## src/rtl/nes_palette_pkg.sv

```systemverilog
// Shared types and constants for the NES colour pipeline: RGB struct,
// default 2C02 palette, emphasis bit positions and sequencer states.
package nes_palette_pkg;

  typedef struct packed {
    logic [7:0] r;
    logic [7:0] g;
    logic [7:0] b;
  } rgb888_t;

  // Emphasis bus is {B,G,R}
  localparam int EMPH_R = 0;
  localparam int EMPH_G = 1;
  localparam int EMPH_B = 2;

  localparam logic [0:0] INIT = 1'b0;
  localparam logic [0:0] RUN  = 1'b1;

  localparam rgb888_t DEFAULT_PALETTE [64] = '{
    24'h7C7C7C, 24'h0000FC, 24'h0000BC, 24'h4428BC,
    24'h940084, 24'hA80020, 24'hA81000, 24'h881400,
    24'h503000, 24'h007800, 24'h006800, 24'h005800,
    24'h004058, 24'h000000, 24'h000000, 24'h000000,
    24'hBCBCBC, 24'h0078F8, 24'h0058F8, 24'h6844FC,
    24'hD800CC, 24'hE40058, 24'hF83800, 24'hE45C10,
    24'hAC7C00, 24'h00B800, 24'h00A800, 24'h00A844,
    24'h008888, 24'h000000, 24'h000000, 24'h000000,
    24'hF8F8F8, 24'h3CBCFC, 24'h6888FC, 24'h9878F8,
    24'hF878F8, 24'hF85898, 24'hF87858, 24'hFCA044,
    24'hF8B800, 24'hB8F818, 24'h58D854, 24'h58F898,
    24'h00E8D8, 24'h787878, 24'h000000, 24'h000000,
    24'hFCFCFC, 24'hA4E4FC, 24'hB8B8F8, 24'hD8B8F8,
    24'hF8B8F8, 24'hF8A4C0, 24'hF0D0B0, 24'hFCE0A8,
    24'hF8D878, 24'hD8F878, 24'hB8F8B8, 24'hB8F8D8,
    24'h00FCFC, 24'hF8D8F8, 24'h000000, 24'h000000
  };

endpackage

```

## src/rtl/nes_palette_ram.sv

```systemverilog
// 64x24 palette storage: one write port, one synchronous read-first read port.
module nes_palette_ram
  import nes_palette_pkg::*;
(
  input  logic       ppu_clock,
  input  logic       we,
  input  logic [5:0] waddr,
  input  rgb888_t    wdata,
  input  logic       re,
  input  logic [5:0] raddr,
  output rgb888_t    rdata
);

  rgb888_t mem [64];

  // Both in one block so a colliding read returns the pre-write contents
  always_ff @(posedge ppu_clock) begin
    if (we) mem[waddr] <= wdata;
    if (re) rdata <= mem[raddr];
  end

endmodule

```

## src/rtl/nes_color_pipeline.sv

```systemverilog
// PPU index -> RGB converter: writable palette RAM with a default-load
// sequencer, followed by a 3-stage valid/ready colour pipeline with sideband.
module nes_color_pipeline
  import nes_palette_pkg::*;
#(
  parameter int OUT_W         = 8,
  parameter int COORD_W       = 8,
  parameter int ATTEN         = 192,
  parameter int INIT_ON_RESET = 1
) (
  input  logic               ppu_clock,
  input  logic               reset,
  input  logic               in_valid,
  output logic               in_ready,
  input  logic [5:0]         nes_color,
  input  logic               grayscale,
  input  logic [2:0]         emphasis,
  input  logic               rendering_enabled,
  input  logic [COORD_W-1:0] x,
  input  logic [COORD_W-1:0] y,
  input  logic               vga_we,
  input  logic               vga_swap_buffers,
  input  logic               pal_we,
  input  logic [5:0]         pal_addr,
  input  logic [23:0]        pal_data,
  input  logic               pal_reload,
  output logic               init_busy,
  output logic               out_valid,
  input  logic               out_ready,
  output logic [OUT_W-1:0]   red,
  output logic [OUT_W-1:0]   green,
  output logic [OUT_W-1:0]   blue,
  output logic [COORD_W-1:0] x_out,
  output logic [COORD_W-1:0] y_out,
  output logic               vga_we_out,
  output logic               vga_swap_buffers_out
);

  localparam logic [7:0] ATTEN8 = ATTEN[7:0];

  logic [0:0] state;
  logic [5:0] init_cnt;

  logic       adv;
  logic       accept;

  logic               s1_valid;
  logic [5:0]         s1_idx;
  logic [2:0]         s1_emph;
  logic               s1_ren;
  logic [COORD_W-1:0] s1_x, s1_y;
  logic               s1_we, s1_swap;

  logic               s2_valid;
  logic [2:0]         s2_emph;
  logic               s2_ren;
  logic [COORD_W-1:0] s2_x, s2_y;
  logic               s2_we, s2_swap;

  logic               s3_valid;

  logic       ram_we;
  logic [5:0] ram_waddr;
  rgb888_t    ram_wdata;
  rgb888_t    pal_q;

  logic       dim_r, dim_g, dim_b;
  logic [7:0] sh_r, sh_g, sh_b;
  logic [OUT_W-1:0] sc_r, sc_g, sc_b;

  // Sequencer writes one default entry per cycle; 63 -> RUN, so INIT lasts 64 cycles
  always_ff @(posedge ppu_clock or posedge reset) begin
    if (reset) begin
      state    <= (INIT_ON_RESET != 0) ? INIT : RUN;
      init_cnt <= '0;
    end else if (state == INIT) begin
      init_cnt <= init_cnt + 6'd1;
      if (init_cnt == 6'd63) state <= RUN;
    end else if (pal_reload) begin
      state    <= INIT;
      init_cnt <= '0;
    end
  end

  assign init_busy = (state == INIT);
  assign ram_we    = init_busy ? 1'b1 : pal_we;
  assign ram_waddr = init_busy ? init_cnt : pal_addr;
  assign ram_wdata = init_busy ? DEFAULT_PALETTE[init_cnt] : rgb888_t'(pal_data);

  assign adv       = !s3_valid || out_ready;
  assign in_ready  = adv && (state == RUN);
  assign accept    = in_valid && in_ready;
  assign out_valid = s3_valid;

  nes_palette_ram u_ram (
    .ppu_clock (ppu_clock),
    .we        (ram_we),
    .waddr     (ram_waddr),
    .wdata     (ram_wdata),
    .re        (adv),
    .raddr     (s1_idx),
    .rdata     (pal_q)
  );

  // Grayscale keeps only the luma row of the index
  always_ff @(posedge ppu_clock or posedge reset) begin
    if (reset) begin
      s1_valid <= 1'b0;
      s1_idx   <= '0;
      s1_emph  <= '0;
      s1_ren   <= 1'b0;
      s1_x     <= '0;
      s1_y     <= '0;
      s1_we    <= 1'b0;
      s1_swap  <= 1'b0;
    end else if (adv) begin
      s1_valid <= accept;
      s1_idx   <= grayscale ? (nes_color & 6'h30) : nes_color;
      s1_emph  <= emphasis;
      s1_ren   <= rendering_enabled;
      s1_x     <= x;
      s1_y     <= y;
      s1_we    <= vga_we;
      s1_swap  <= vga_swap_buffers;
    end
  end

  always_ff @(posedge ppu_clock or posedge reset) begin
    if (reset) begin
      s2_valid <= 1'b0;
      s2_emph  <= '0;
      s2_ren   <= 1'b0;
      s2_x     <= '0;
      s2_y     <= '0;
      s2_we    <= 1'b0;
      s2_swap  <= 1'b0;
    end else if (adv) begin
      s2_valid <= s1_valid;
      s2_emph  <= s1_emph;
      s2_ren   <= s1_ren;
      s2_x     <= s1_x;
      s2_y     <= s1_y;
      s2_we    <= s1_we;
      s2_swap  <= s1_swap;
    end
  end

  function automatic logic [7:0] attenuate(input logic [7:0] c);
    logic [15:0] p;
    p = {8'd0, c} * {8'd0, ATTEN8};
    return p[15:8];
  endfunction

  // Each emphasis bit darkens the two channels other than its own
  assign dim_r = s2_emph[EMPH_G] | s2_emph[EMPH_B];
  assign dim_g = s2_emph[EMPH_B] | s2_emph[EMPH_R];
  assign dim_b = s2_emph[EMPH_R] | s2_emph[EMPH_G];

  assign sh_r = !s2_ren ? 8'd0 : (dim_r ? attenuate(pal_q.r) : pal_q.r);
  assign sh_g = !s2_ren ? 8'd0 : (dim_g ? attenuate(pal_q.g) : pal_q.g);
  assign sh_b = !s2_ren ? 8'd0 : (dim_b ? attenuate(pal_q.b) : pal_q.b);

  generate
    if (OUT_W <= 8) begin : g_trunc
      assign sc_r = sh_r[7 -: OUT_W];
      assign sc_g = sh_g[7 -: OUT_W];
      assign sc_b = sh_b[7 -: OUT_W];
    end else begin : g_replicate
      assign sc_r = {sh_r, sh_r[7 -: OUT_W-8]};
      assign sc_g = {sh_g, sh_g[7 -: OUT_W-8]};
      assign sc_b = {sh_b, sh_b[7 -: OUT_W-8]};
    end
  endgenerate

  always_ff @(posedge ppu_clock or posedge reset) begin
    if (reset) begin
      s3_valid             <= 1'b0;
      red                  <= '0;
      green                <= '0;
      blue                 <= '0;
      x_out                <= '0;
      y_out                <= '0;
      vga_we_out           <= 1'b0;
      vga_swap_buffers_out <= 1'b0;
    end else if (adv) begin
      s3_valid             <= s2_valid;
      red                  <= sc_r;
      green                <= sc_g;
      blue                 <= sc_b;
      x_out                <= s2_x;
      y_out                <= s2_y;
      vga_we_out           <= s2_we;
      vga_swap_buffers_out <= s2_swap;
    end
  end

endmodule

```

## config.mk

```make
export PLATFORM = sky130hd
export DESIGN_NAME = nes_color_pipeline
export DESIGN_NICKNAME = d
export VERILOG_FILES = /design/src/rtl/nes_palette_pkg.sv /design/src/rtl/nes_palette_ram.sv /design/src/rtl/nes_color_pipeline.sv
export SDC_FILE = /design/constraint.sdc
export NUM_CORES = 2
export LEC_CHECK = 0
export BUFFER_PORTS_ARGS = -buffer_cell sky130_fd_sc_hd__buf_4
export CAP_MARGIN = 20
export CORE_ASPECT_RATIO = 0.6
export CORE_UTILIZATION = 40
export DETAILED_ROUTE_END_ITERATION = 7
export PLACE_DENSITY = 0.57
export SYNTH_ARGS = -nofsm -noshare
export SYNTH_HDL_FRONTEND = slang
export SYNTH_HIERARCHICAL = 1
export SYNTH_SLANG_ARGS = --single-unit
export TNS_END_PERCENT = 5
```

## constraint.sdc

```tcl
create_clock -name ppu_clock -period 6 [get_ports ppu_clock]
set_input_delay 0.9 -clock ppu_clock [delete_from_list [all_inputs] [get_ports ppu_clock]]
set_output_delay 0.9 -clock ppu_clock [all_outputs]
set_load 0.03 [all_outputs]
```

# Word level (Yosys, flattened, before mapping)
# Memory sizes are Yosys's and may differ from the RTL's. A register that Yosys moved wholly into a read port is not among the register bits.
# Index checks and enable logic that the tools add are counted.
# word_totals
ff_bits	102
mem_bits_rw	1536
romBits	1536
out_inout_bits	45
word_cells	62
memories	2
# op_classes
add_sub_neg	1
mul	3
order_cmp	1
eq_ne	2
n_mux	19
bitwise_logic	5
reduce_logical	4
# memory_table
name	depth	width	rd	rd_ports_with_merged_regs	wr	line_no	text
(name not given)	64	24	1	0	0	nes_color_pipeline.sv:88	assign ram_wdata = init_busy ? DEFAULT_PALETTE[init_cnt] : rgb888_t'(pal_data);
u_ram.mem	64	24	1	1	1	nes_palette_ram.sv:14	rgb888_t mem [64];
# op_table
cell	n
two-way mux 24 bit	3
two-way mux 8 bit	6
multiplier 8 x 2 -> 10 bit (second input constant)	3
two-way mux 6 bit	3
>= comparator 7 bit (second input constant)	1
NOT 6 -> 7 bit	1
adder 6 x 1 -> 6 bit (second input constant)	1
equality test 6 bit (second input constant)	1
two-way mux 1 bit	6
two-way mux 4 bit	1
bitwise OR 1 bit	3
logical AND 1 bit	2
!= test 2 bit (second input constant)	1
logical NOT 1 bit	1
logical OR 1 bit	1
NOT 1 bit	1

# Longest topological paths before layout
# logic_depth
ltp_word	5
depth_mapped	11

# By module
# Netlist, hierarchy kept.
# modules_own_cells
mod	n_inst	cells_per_inst	area_per_inst_um2	seq_area_each_um2
nes_palette_ram	1	2610	59535.8	46844.9
nes_color_pipeline	1	858	6749.0	2552.4

# Worst setup path after synthesis
# Ideal clock, no wire load.
# synth_timing
path_kind	reg2reg
start	reg init_cnt[1]
end	mem u_ram/mem[0][7] (netlist name) (data pin)
arrival_time_ps	4338
t_required_ps	5318
slack_ps	980
path_stages_with_launch	11
path_buffers	2
synth_period_minus_slack_ps	5020
path_cell_list	dfrtp_1 > buf_6 > inv_1 > ha_1 > clkbuf_1 > inv_1 > ha_1 > nand2b_1 > a21oi_1 > a311oi_1 > nor3_1
# synth_rtl
item	line_no	text
start, declared	nes_color_pipeline.sv:42	logic [5:0] init_cnt;
start signal, assigned	nes_color_pipeline.sv:77	init_cnt <= init_cnt + 6'd1;
end, declared	nes_palette_ram.sv:14	

==> reports/metrics.yaml <==
outcome:
  status: "complete, no violations"
timing:
  whs_ns: 0.185
  final_hold_viol_count: 0
  fmax_mhz: 253
  setup_tns_ns: 0
  period_share: 0.658
  fin_crit_ns: 3.95
  slew_headroom: 0.272
  rsz0062_at_grt: "false"
  clock-skew-final_ns: 0.0395
  setup_viol: 0
  report.final.slew_viol_count: 0
  worst_pin_slew_ns: 1.09
critical_path:
  crit_path_end_kind: "flip-flop"
  critical_path_class: "flip-flop to flip-flop"
  cp.arrival_ns: 4.49
  crit_required_ns: 6.54
  startpoint_type: "flip-flop"
  cp_max_fo: 32
  r2r_setup_slack_ns: 2.05
logic_synthesis:
  synth_seq_cells: 1662
  syn_area_um2: 66300
  synthArstFlopShare: 0.0614
  seq_area_frac_synth: 0.745
  postSynthCellCount: 3468
  ys_types: 77
  synth_area_leader_cell: "edfxtp_1"
  synth_edf_count: 1560
  synthFlopType: "edfxtp_1"
  yosys_warnings: 6
  synth_area_leaders: "edfxtp_1 (71%), mux4_2 (12%), dfrtp_1 (3.9%), nand2_1 (1.8%), mux2i_1 (1.5%)"
  synth_top_area_frac: 0.707
  synth_nets: 3572
  synth.avg_cell_area_um2: 19.1
floorplan:
  dieWidth_um: 528
  num_io_pins: 110
  rows: 115
  die_y_um: 317
  start_util: 0.404
  dieArea_um2: 167000
  core_um2: 164000
drt:
  drtAntennaViolNets: 0
  vias_per_cell: 5.87
  drt_wl_total_um: 186000
  vias: 35400
  drc: 0
  first_iter_violations: 5110
  first_pass_iters: 6
  avgRoutedWirePerCell_um: 30.8
cts:
  clk_pin_slew_ns: 0.07
  cts_hold_buf: 0
  cts_buffers: 159
  cts_sinks: 1662
  cts_tree: "built"
  cts-resized-gates: 0
  clockRootBuffer: "clkbuf_16"
  clk_latency_ns: 0.80
  htreeDepth: 4
  cts_buffer_depth: 4
  post-cts-setup-buffer-count: 0
finish:
  multiInputGateArea_um2: 16100
  drive_gt1_frac: 0.261
  fillers: 13800
  syn_to_final_growth_pct: 13.7
  final_cells: 6031
  fin_nets: 3792
  seq_area_um2: 49400
job:
  drv_cap: 0
global_routing:
  antenna_found_initial: 11
  overflow: 0
  grt_pass1_vias: 33400
  track_usage: 0.220
  grt_pass1_wl_um: 260000
  grt_max_degree: 97
hold_path:
  hold_class: "input pin to async pin"
placement:
  place.port_buffers: 109
  dp_hpwl_um: 114000
  gp_congestion: 0.917
  dp_cells: 5748
pwr:
  p_leak_nw: 24.3
  peakVddDrop_mv: 0.475
  power_density_nw_per_um2: 458
[synthesized netlist by cell type, drive strengths merged, types with 32 or more instances]
| master | number |
|---|---|
| a21oi | 72 |
| a221oi | 58 |
| buf | 130 |
| clkbuf | 67 |
| dfrtp | 102 |
| edfxtp | 1560 |
| ha | 36 |
| inv | 32 |
| mux2 | 57 |
| mux2i | 101 |
| mux4 | 356 |
| nand2 | 314 |
| nor2 | 127 |
| o21ai | 65 |
| o22ai | 57 |
[report_power, final]
group / leakage [nW] / internal (mW) / switching (mW) / total [mW]
clock network: 2.39 / 5.49 / 4.32 / 9.80
registers: 15.5 / 16.4 / 0.396 / 16.7
logic: 6.47 / 1.81 / 6.19 / 8.00
total: 24.3 / 23.7 / 10.9 / 34.6
[flip-flops by register name, indices dropped and copies added, names as in the netlist, 3 cells and up]
signal       cells
s1_y             8
u_ram/rdata     24
s1_x             8
s1_idx           6
x_out            8
blue             8
red              8
s2_x             8
green            8
s2_emph          3
s2_y             8
y_out            8
u_ram/mem     1536
init_cnt         6
s1_emph          3
[kinds of logic (layout without fill, tap and decap cells)]
kind of cell,Yosys count,after routing,share of synthesized area
compound gates,414,414,0.0426
xor+xnor,7,7,0.000925
fa+ha+maj,39,39,0.00770
buf+inv,231,567,0.0175
flops,1662,1662,0.745
mux,514,514,0.146
other cells,0,4,0
simple gates,601,601,0.0400
[worst max-delay path: stages (launching register included)]
cell      delay [ns]
dfrtp_1         0.57
inv_1           0.25
ha_1            0.53
inv_1           0.22
ha_1            0.31
nor2_1          0.11
a31oi_1         0.05
o22ai_1         0.16
a21boi_1        0.12
o21ai_4         0.83
buf_4           0.49
[metrics by stage]
step	utilization	setup WS [ns]	total power, mW	area [um2]
floorplan	-	0.980	21.0	66300
global placement	0.429	2.17	24.8	70400
detailed placement	0.429	2.19	24.9	70400
CTS	0.459	2.15	34.6	75300
global route	0.459	1.86	35.6	75400
finish	0.459	2.05	34.6	75400
[cells in the final DEF (no fill, tap or decap), types with 55 or more instances in the layout]
cell type / instances
nor2_2: 64
mux2_2: 55
mux4_2: 356
edfxtp_1: 1560
nand2_1: 314
clkbuf_16: 163
mux2i_1: 101
a21oi_1: 70
o22ai_1: 57
a221oi_1: 57
nor2_1: 61
dfrtp_1: 97
buf_4: 246
[routing by layer]
layer  global-route usage  routed length [um]  vias up
li1                     -                   -    14500
met1                0.356               87000    19000
met2                0.289               74500     1695
met3               0.0683               21500      211
met4               0.0408                2920        2
met5                    0                  13        -
[area by class of cell]
cell class                 count  area share
multi-input combinational   1575       0.213
inverter                      34     0.00174
sequential                  1662       0.656
timing repair buffer         256      0.0273
clock inverter                81     0.00913
antenna                        4    0.000133
tap                         2223      0.0369
clock buffer                 196      0.0558
[path summary, 6_finish.rpt]
path                              from               end  cells after the start
setup / recovery           init_cnt[1]  u_ram/mem[37][5]                     10
hold / removal                   reset          y_out[7]                      2
setup reg to reg           init_cnt[1]  u_ram/mem[37][5]                     10
hold reg to reg               y_out[6]          y_out[6]                      2
max in group asynchronous        reset         s1_idx[3]                      3
min in group ppu_clock            x[2]           s1_x[2]                      3
Note: power is estimated with default switching activity, not from simulation.
